$ cat src/rtl/if_stage.sv
// Instruction-fetch stage: owns the PC, reads inst_memory combinationally and
// registers the fetched word, its PC and PC+4 into the IF/ID pipeline register.
module if_stage #(
  parameter logic [31:0] RESET_PC  = 32'h0000_0000,
  parameter logic [31:0] NOP_INSTR = 32'h0000_0013
) (
  input  logic        clk,
  input  logic        rst,
  output logic [31:0] pc_out,
  input  logic [31:0] instr_word,
  input  logic        stall,
  input  logic        redirect_valid,
  input  logic [31:0] redirect_pc,
  output logic        if_id_valid,
  output logic [31:0] if_id_pc,
  output logic [31:0] if_id_pc_plus4,
  output logic [31:0] if_id_instr,
  output logic        fetch_fault,
  output logic [31:0] fetch_count,
  output logic [1:0]  state_dbg
);

  typedef enum logic [1:0] {
    BOOT    = 2'd0,
    RUN     = 2'd1,
    FAULT   = 2'd2,
    ILLEGAL = 2'd3
  } state_e;

  state_e      state_q, state_d;
  logic [31:0] pc_q, pc_d;
  logic        valid_q, valid_d;
  logic [31:0] ifpc_q, ifpc_d;
  logic [31:0] plus4_q, plus4_d;
  logic [31:0] instr_q, instr_d;
  logic        fault_q, fault_d;
  logic [31:0] count_q, count_d;
  logic [31:0] pc_inc;

  assign pc_inc = pc_q + 32'd4;

  // Handshake: IF/ID offers (if_id_valid) and decode accepts unless stall is
  // high; a stalled register and PC hold until stall drops. Redirects win.
  always_comb begin
    state_d = state_q;
    pc_d    = pc_q;
    valid_d = valid_q;
    ifpc_d  = ifpc_q;
    plus4_d = plus4_q;
    instr_d = instr_q;
    fault_d = fault_q;
    count_d = count_q;
    case (state_q)
      BOOT: state_d = RUN;
      RUN: begin
        if (redirect_valid && (redirect_pc[1:0] != 2'b00)) begin
          state_d = FAULT;
          fault_d = 1'b1;
          valid_d = 1'b0;
          instr_d = NOP_INSTR;
        end else if (redirect_valid) begin
          pc_d    = redirect_pc;
          valid_d = 1'b0;
          instr_d = NOP_INSTR;
        end else if (!stall) begin
          ifpc_d  = pc_q;
          plus4_d = pc_inc;
          instr_d = instr_word;
          valid_d = 1'b1;
          pc_d    = pc_inc;
          count_d = count_q + 32'd1;
        end
      end
      FAULT: begin
        valid_d = 1'b0;
        fault_d = 1'b1;
      end
      default: state_d = BOOT;
    endcase
  end

  always_ff @(posedge clk or posedge rst) begin
    if (rst) begin
      state_q <= BOOT;
      pc_q    <= RESET_PC;
      valid_q <= 1'b0;
      ifpc_q  <= 32'd0;
      plus4_q <= 32'd0;
      instr_q <= NOP_INSTR;
      fault_q <= 1'b0;
      count_q <= 32'd0;
    end else begin
      state_q <= state_d;
      pc_q    <= pc_d;
      valid_q <= valid_d;
      ifpc_q  <= ifpc_d;
      plus4_q <= plus4_d;
      instr_q <= instr_d;
      fault_q <= fault_d;
      count_q <= count_d;
    end
  end

  assign pc_out         = pc_q;
  assign if_id_valid    = valid_q;
  assign if_id_pc       = ifpc_q;
  assign if_id_pc_plus4 = plus4_q;
  assign if_id_instr    = instr_q;
  assign fetch_fault    = fault_q;
  assign fetch_count    = count_q;
  assign state_dbg      = state_q;

endmodule

$ cat config.mk
export PLATFORM = sky130hd
export DESIGN_NAME = if_stage
export DESIGN_NICKNAME = d
export VERILOG_FILES = /design/src/rtl/if_stage.sv
export SDC_FILE = /design/constraint.sdc
export NUM_CORES = 1
export LEC_CHECK = 0
export ABC_CLOCK_PERIOD_IN_PS = 5660
export BUFFER_PORTS_ARGS = -buffer_cell sky130_fd_sc_hd__buf_2
export CORE_ASPECT_RATIO = 0.6
export CORE_MARGIN = 2
export CORE_UTILIZATION = 45
export DETAILED_ROUTE_END_ITERATION = 10
export HOLD_SLACK_MARGIN = 0.06
export PLACE_DENSITY = 0.74
export SLEW_MARGIN = 20
export SYNTH_ARGS = -nofsm -noshare
export SYNTH_HDL_FRONTEND = slang
export SYNTH_SLANG_ARGS = --single-unit
export TNS_END_PERCENT = 20
$ cat constraint.sdc
create_clock -name clk -period 5.66 [get_ports clk]
set_input_delay 1.132 -clock clk [delete_from_list [all_inputs] [get_ports clk]]
set_output_delay 1.132 -clock clk [all_outputs]
set_load 0.02 [all_outputs]
==> results.ini, run 1 <==
[outcome]
outcome=complete, no violations

[cells_and_area]
fin_cells=1155
final_cell_mix=231 x buf_2, 160 x nand2_1, 159 x dfrtp_1, 48 x o21ai_0, 42 x nand3_1
finish.utilization_pct=56.77
design_area_mm2=0.009154
final_common_cell=buf_2
nets=1006
antenna_cells=0
area_growth_pct=24.23
drive_above_1_share_pct=30.55

[grt]
antenna_found_initial=0
grt_overflow_total=0
grt_use_total_pct=23.47
grt_pass1_wl_um=31480
grt_max_degree=86
grt_pass1_vias=5666

[pwr]
ir_drop_mv=0.3105
p_leak_nw=4.637
pwr_density_cell_mw_per_mm2=553.4

[clock_tree]
htreeDepth=4
cts-root-buf=clkbuf_16
cts_tree=built
postCtsSetupBuffers=0
path_clk_slew_ns=0.06
numCtsBuffers=17
cts_hold_buf=0
cts.sinks=162
cts_resized=0
clock_latency_ns=0.41
clk_path_buf_depth=2

[setup_path]
cp.required_ns=5.98
crit_arrival_ns=3.43
worst-setup-path-type=in2reg
path_max_fanout=44
cp-end-kind=flop
start_kind=primary input

[placed_design]
place_area_mm2=0.008586
place_inst=1123
hpwl_um=14400
dpl_worst_slack_ns=2.115
port_buffers=231
gp_congestion=0.8267

[synth]
ys_warn_count=0
async_flop_share_pct=100.0
syn_area_mm2=0.007368
ys_seq_area_share_pct=55.07
synthCells=728
synth-simple-area-share_pct=20.85
synth_edf_count=0
syn-num-nets=801
synth-compound-area-share_pct=12.23
synth_seq_cells=162
synthFlopType=dfrtp_1
yosysUniqueCellTypes=58
syn_area_per_cell_um2=10.12
synth_top_family_by_area=simple AND/OR/NAND/NOR gates
synthMuxAreaShare_pct=0.5434
yosys.area_share.adder_pct=0.8490
synth_xor_area_share_pct=6.419

[sta]
period_share_pct=54.88
worst_slack_ns=2.554
rsz0062_at_grt=no
finalHoldViolations=0
fin_worst_skew_ns=0.01472
slew_violations=0
fin_crit_ns=3.106
finalSetupViolations=0
worst_slew_pin_slew_ns=1.004
slew_headroom_pct=32.91
final.setup.tns_ns=0
fmax_mhz=322.0

[floorplanning]
design.die.area_mm2=0.01745
rows=36
ios=232
initial_utilization_pct=45.69
die_width_um=169.2
die_y_um=103.1
coreArea_mm2=0.01613

[drt]
drt_wl_total_um=20350
firstDrtPassIters=5
drc_errors=0
vias=6230
first_iter_violations=481
via_per_inst=5.394
drt.antenna.violating_nets=0
routedWlPerCell_um=17.62

[min_path]
hold_class=reg2reg

[flow_run]
max-cap-violations=0

-- cell families after synthesis --
logic type,Yosys count
buffers and inverters,62
DFF,162
AOI/OAI and AO/OA,131
adders and majority gates,5
muxes,4
xor gates and xnor gates,54
and+or+nand+nor,310
-- synth_stat cells (all sizes together) (7+ instances only) --
library cell / number / area (µm²)
nand3: 42 / 210.2
nor3: 9 / 50.05
nand4: 22 / 158.9
nand2: 161 / 611.8
buf: 18 / 96.35
dfrtp: 159 / 3979
or3: 9 / 56.30
xor2: 22 / 192.7
nor4: 7 / 95.09
o21ai: 48 / 240.2
and3: 14 / 87.58
a22oi: 8 / 60.06
clkbuf: 32 / 121.4
a32oi: 8 / 70.07
a22o: 29 / 254.0
xnor2: 32 / 280.3
a21oi: 11 / 55.05
nor2: 29 / 130.1
inv: 9 / 33.78
-- power by group --
group / total, mW / internal [mW] / switching [mW] / leakage, nW
Clock: 1.11 / 0.625 / 0.482 / 0.258
Sequential: 2.03 / 1.59 / 0.437 / 2.03
Combinational: 1.93 / 0.677 / 1.25 / 2.35
Total: 5.07 / 2.89 / 2.17 / 4.64
-- metal layers --
layer | wire, µm | track usage (%) | share of wire (%) | vias to the layer above
met5 | 0 | 0 | 0 | -
met4 | 190 | 5.720 | 0.93 | 0
met3 | 1650 | 5.720 | 8.1 | 15
met2 | 8472 | 32.43 | 42 | 274
met1 | 10030 | 36.74 | 49 | 2989
li1 | - | - | - | 2952
-- final cells by class --
cell class	instances	area [µm²]
Sequential cell	162	4058
Inverter	10	42.54
Clock inverter	12	121.4
Multi-Input combinational cell	504	3015
Timing Repair Buffer	238	1209
Tap cell	209	261.5
Fill cell	1436	6972
Clock buffer	20	446.7
-- sequential cells by signal (all words and copies together) (netlist names) --
signal	flops
fetch_count	32
if_id_valid	1
fetch_fault	1
state_dbg	2
if_id_pc_plus4	30
if_id_pc	32
if_id_instr	32
pc_out	32
-- worst max-delay path: stages --
cell      delay, ns
buf_2          0.11
buf_4          0.40
nand2b_1       0.23
nand3_1        0.09
buf_4          0.28
nor2_1         0.70
buf_4          0.29
a32oi_1        0.07
o211ai_1       0.11
-- final timing paths --
kind / from / endpoint / slack (ns) / cells past startpoint
worst max-delay path: redirect_valid / pc_out[28] / 2.55 / 9
worst min-delay path: if_id_pc[27] / if_id_pc[27] / 0.47 / 2
worst max register to register: state_dbg[1] / fetch_count[28] / 2.84 / 7
worst min register to register: if_id_pc[27] / if_id_pc[27] / 0.47 / 2
max in group asynchronous: rst / fetch_count[15] / 3.77 / 3
min in group asynchronous: rst / fetch_count[7] / 0.86 / 2
-- metrics by stage --
step	hold WS (ns)	power, mW
after floorplan	0.4542	3.257
after global placement	0.4539	3.931
after detailed placement	0.4573	3.978
after CTS	0.4724	5.097
after global routing	0.4940	5.397
final	0.4700	5.065
No activity file was read; power rests on OpenSTA's default activity.
==> inputs of run 2 (changes only) <==
- ABC_CLOCK_PERIOD_IN_PS: 5660 -> 3200
- PLACE_DENSITY: 0.74 -> 0.71
- clock period: 5.66 -> 3.2 ns (I/O delays scaled with it)
==> run 2 against run 1 <==
Against the previous run: die area did not move; clock skew decreased by 0.0013 ns; clock power increased by 100%; via count fell by 0.22%; register-to-register slack worse by 2.2 ns; wire length rose by 1.7%; hold slack got worse by 0.25 ns; combinational power grew 78%; critical path depth is 3 lower; sequential share of layout area is 0.59 points lower; non-clock buffer count increased by 4; critical path type is now reg2reg; highest routed layer unchanged.
==> results.ini, run 2 (synthesis gave the netlist of run 1 again) <==
[outcome]
outcome=complete, no violations

[sta]
slew_headroom_pct=28.38  ; -4.5 points
fmax_mhz=392.6
rsz0062_at_grt=no
period_share_pct=79.59
fin_worst_skew_ns=0.01345  ; -0.001265 ns
final.setup.tns_ns=0  ; unchanged
finalSetupViolations=0  ; unchanged
slew_violations=0  ; unchanged
finalHoldViolations=0  ; unchanged
fin_crit_ns=2.547
worst_slew_pin_slew_ns=1.074  ; +0.07034 ns

[cells_and_area]
multi_input_area_mm2=0.003015  ; unchanged
antenna_cells=0  ; unchanged
area_growth_pct=25.91
fin_cells=1159  ; +0.35%
nFillCells=1418  ; -1.3%
regArea_mm2=0.004058  ; unchanged
final_common_cell=buf_2
drive_above_1_share_pct=31.05  ; +0.50 points
final_cell_mix=231 x buf_2, 160 x nand2_1, 159 x dfrtp_1, 48 x o21ai_0, 42 x nand3_1
nets=1010  ; +0.40%

[floorplanning]
die_y_um=103.1  ; unchanged
die_width_um=169.2  ; unchanged
rows=36  ; unchanged
design.die.area_mm2=0.01745  ; unchanged
initial_utilization_pct=45.69  ; unchanged
coreArea_mm2=0.01613  ; unchanged
ios=232  ; unchanged

[clock_tree]
cts.sinks=162  ; unchanged
numCtsBuffers=17  ; unchanged
htreeDepth=4  ; unchanged
postCtsSetupBuffers=0  ; unchanged
cts_tree=built
clk_path_buf_depth=2  ; unchanged
cts_resized=0  ; unchanged
cts_hold_buf=0  ; unchanged
path_clk_slew_ns=0.07  ; about the same
cts-root-buf=clkbuf_16
clock_latency_ns=0.42  ; about the same

[setup_path]
crit_buf_inv=2  ; -2
crit_slowest_cell=buf_4
crit_chain=inv_1 > ha_1 > or3b_4 > buf_4 > nor3_1 > a211o_1
cp-end-kind=flop
path_max_fanout=108  ; +150%
start_kind=flop
slowest_delay_ns=0.77  ; +0.07 ns
cp.required_ns=3.50  ; -2.48 ns
worst-setup-path-type=reg2reg
crit_family=buffers and inverters
crit_arrival_ns=2.85  ; -0.58 ns

[grt]
antenna_found_initial=0  ; unchanged
grt_use_total_pct=23.95  ; +0.49 points
grt_max_degree=109  ; +27%
grt_pass1_wl_um=32150  ; +2.1%
grt_pass1_vias=5709  ; +0.76%
grt_overflow_total=0  ; unchanged

[drt]
firstDrtPassIters=5  ; unchanged
vias=6216  ; -0.22%
via_per_inst=5.363  ; -0.57%
routedWlPerCell_um=17.86  ; +1.4%
drc_errors=0  ; unchanged
first_iter_violations=516  ; +7.3%
drt_wl_total_um=20700  ; +1.7%
drt.antenna.violating_nets=0  ; unchanged

[flow_run]
max-cap-violations=0  ; unchanged

[pwr]
ir_drop_mv=0.5056  ; +63%
pwr_density_cell_mw_per_mm2=996.4  ; +80%
p_seq_share_pct=38.8  ; -1.3 points
swShare_pct=42.38  ; -0.49 points
comb_power_share_pct=37.1  ; -1.0 points
p_int_mw=5.326  ; +84%
pwr-share-clk_pct=24.0  ; +2.1 points
p_leak_nw=4.719  ; +1.8%
p_sw_mw=3.918  ; +80%

[placed_design]
hpwl_um=14370  ; -0.22%
place_inst=1127  ; +0.36%
port_buffers=231  ; unchanged
gp_congestion=0.8298  ; +0.37%

[min_path]
hold_class=in2async

-- run 2: cell types whose count changed in the layout (fill, tap and decap cells not counted), sizes merged --
cell      previous run  this run
buf                238       242
clkinv               2         3
clkinvlp             6         1
bufinv               1         3
clkbuf              20        19
inv                 13        16
-- run 2: per-stage QoR --
| stage | hold WS (ns) | cell area (µm²) | setup WS, ns | total power, mW | utilization [%] |
|---|---|---|---|---|---|
| floorplan | 0.4542 | 7372 | 0.5056 | 5.761 | - |
| global placement | 0.4554 | 8640 | 0.7367 | 6.974 | 53.58 |
| detailed placement | 0.4587 | 8640 | 0.6549 | 7.041 | 53.58 |
| CTS | 0.2199 | 9278 | 0.6466 | 9.301 | 57.53 |
| global route | 0.2357 | 9278 | 0.4711 | 9.832 | 57.53 |
| finish | 0.2224 | 9278 | 0.6531 | 9.244 | 57.53 |
-- run 2: power groups by stage --
stage | Sequential, mW | Clock [mW] | Combinational, mW
detailed placement | 3.58 | 0 | 3.47
global placement | 3.59 | 0 | 3.39
CTS | 3.57 | 2.27 | 3.46
global route | 3.72 | 2.36 | 3.76
floorplan | 4.30 | 0 | 1.46
finish | 3.59 | 2.22 | 3.43
-- run 2: area by class of cell --
| type | count | area share (%) |
|---|---|---|
| Inverter | 10 | 0.4450 |
| Tap cell | 209 | 2.819 |
| Clock buffer | 19 | 4.882 |
| Timing Repair Buffer | 242 | 13.62 |
| Multi-Input combinational cell | 504 | 32.50 |
| Sequential cell | 162 | 43.74 |
| Clock inverter | 13 | 1.996 |
-- run 2: per-layer routing --
layer	vias to the layer above	track usage, %	share of wire [%]
met2	249	32.72	42
li1	2952	-	-
met3	16	6.987	7.6
met5	-	0	0
met1	2999	36.86	50
met4	0	6.246	0.66
-- run 2: final timing paths --
kind	endpoint	start	slack [ns]	cells after the start
setup / recovery	pc_out[21]	state_dbg[1]	0.65	6
hold / removal	if_id_pc[16]	rst	0.22	2
setup reg to reg	pc_out[21]	state_dbg[1]	0.65	6
hold reg to reg	fetch_fault	fetch_fault	0.47	1
max in group asynchronous	if_id_instr[12]	rst	2.17	3
min in group clk	pc_out[24]	redirect_pc[24]	0.43	3
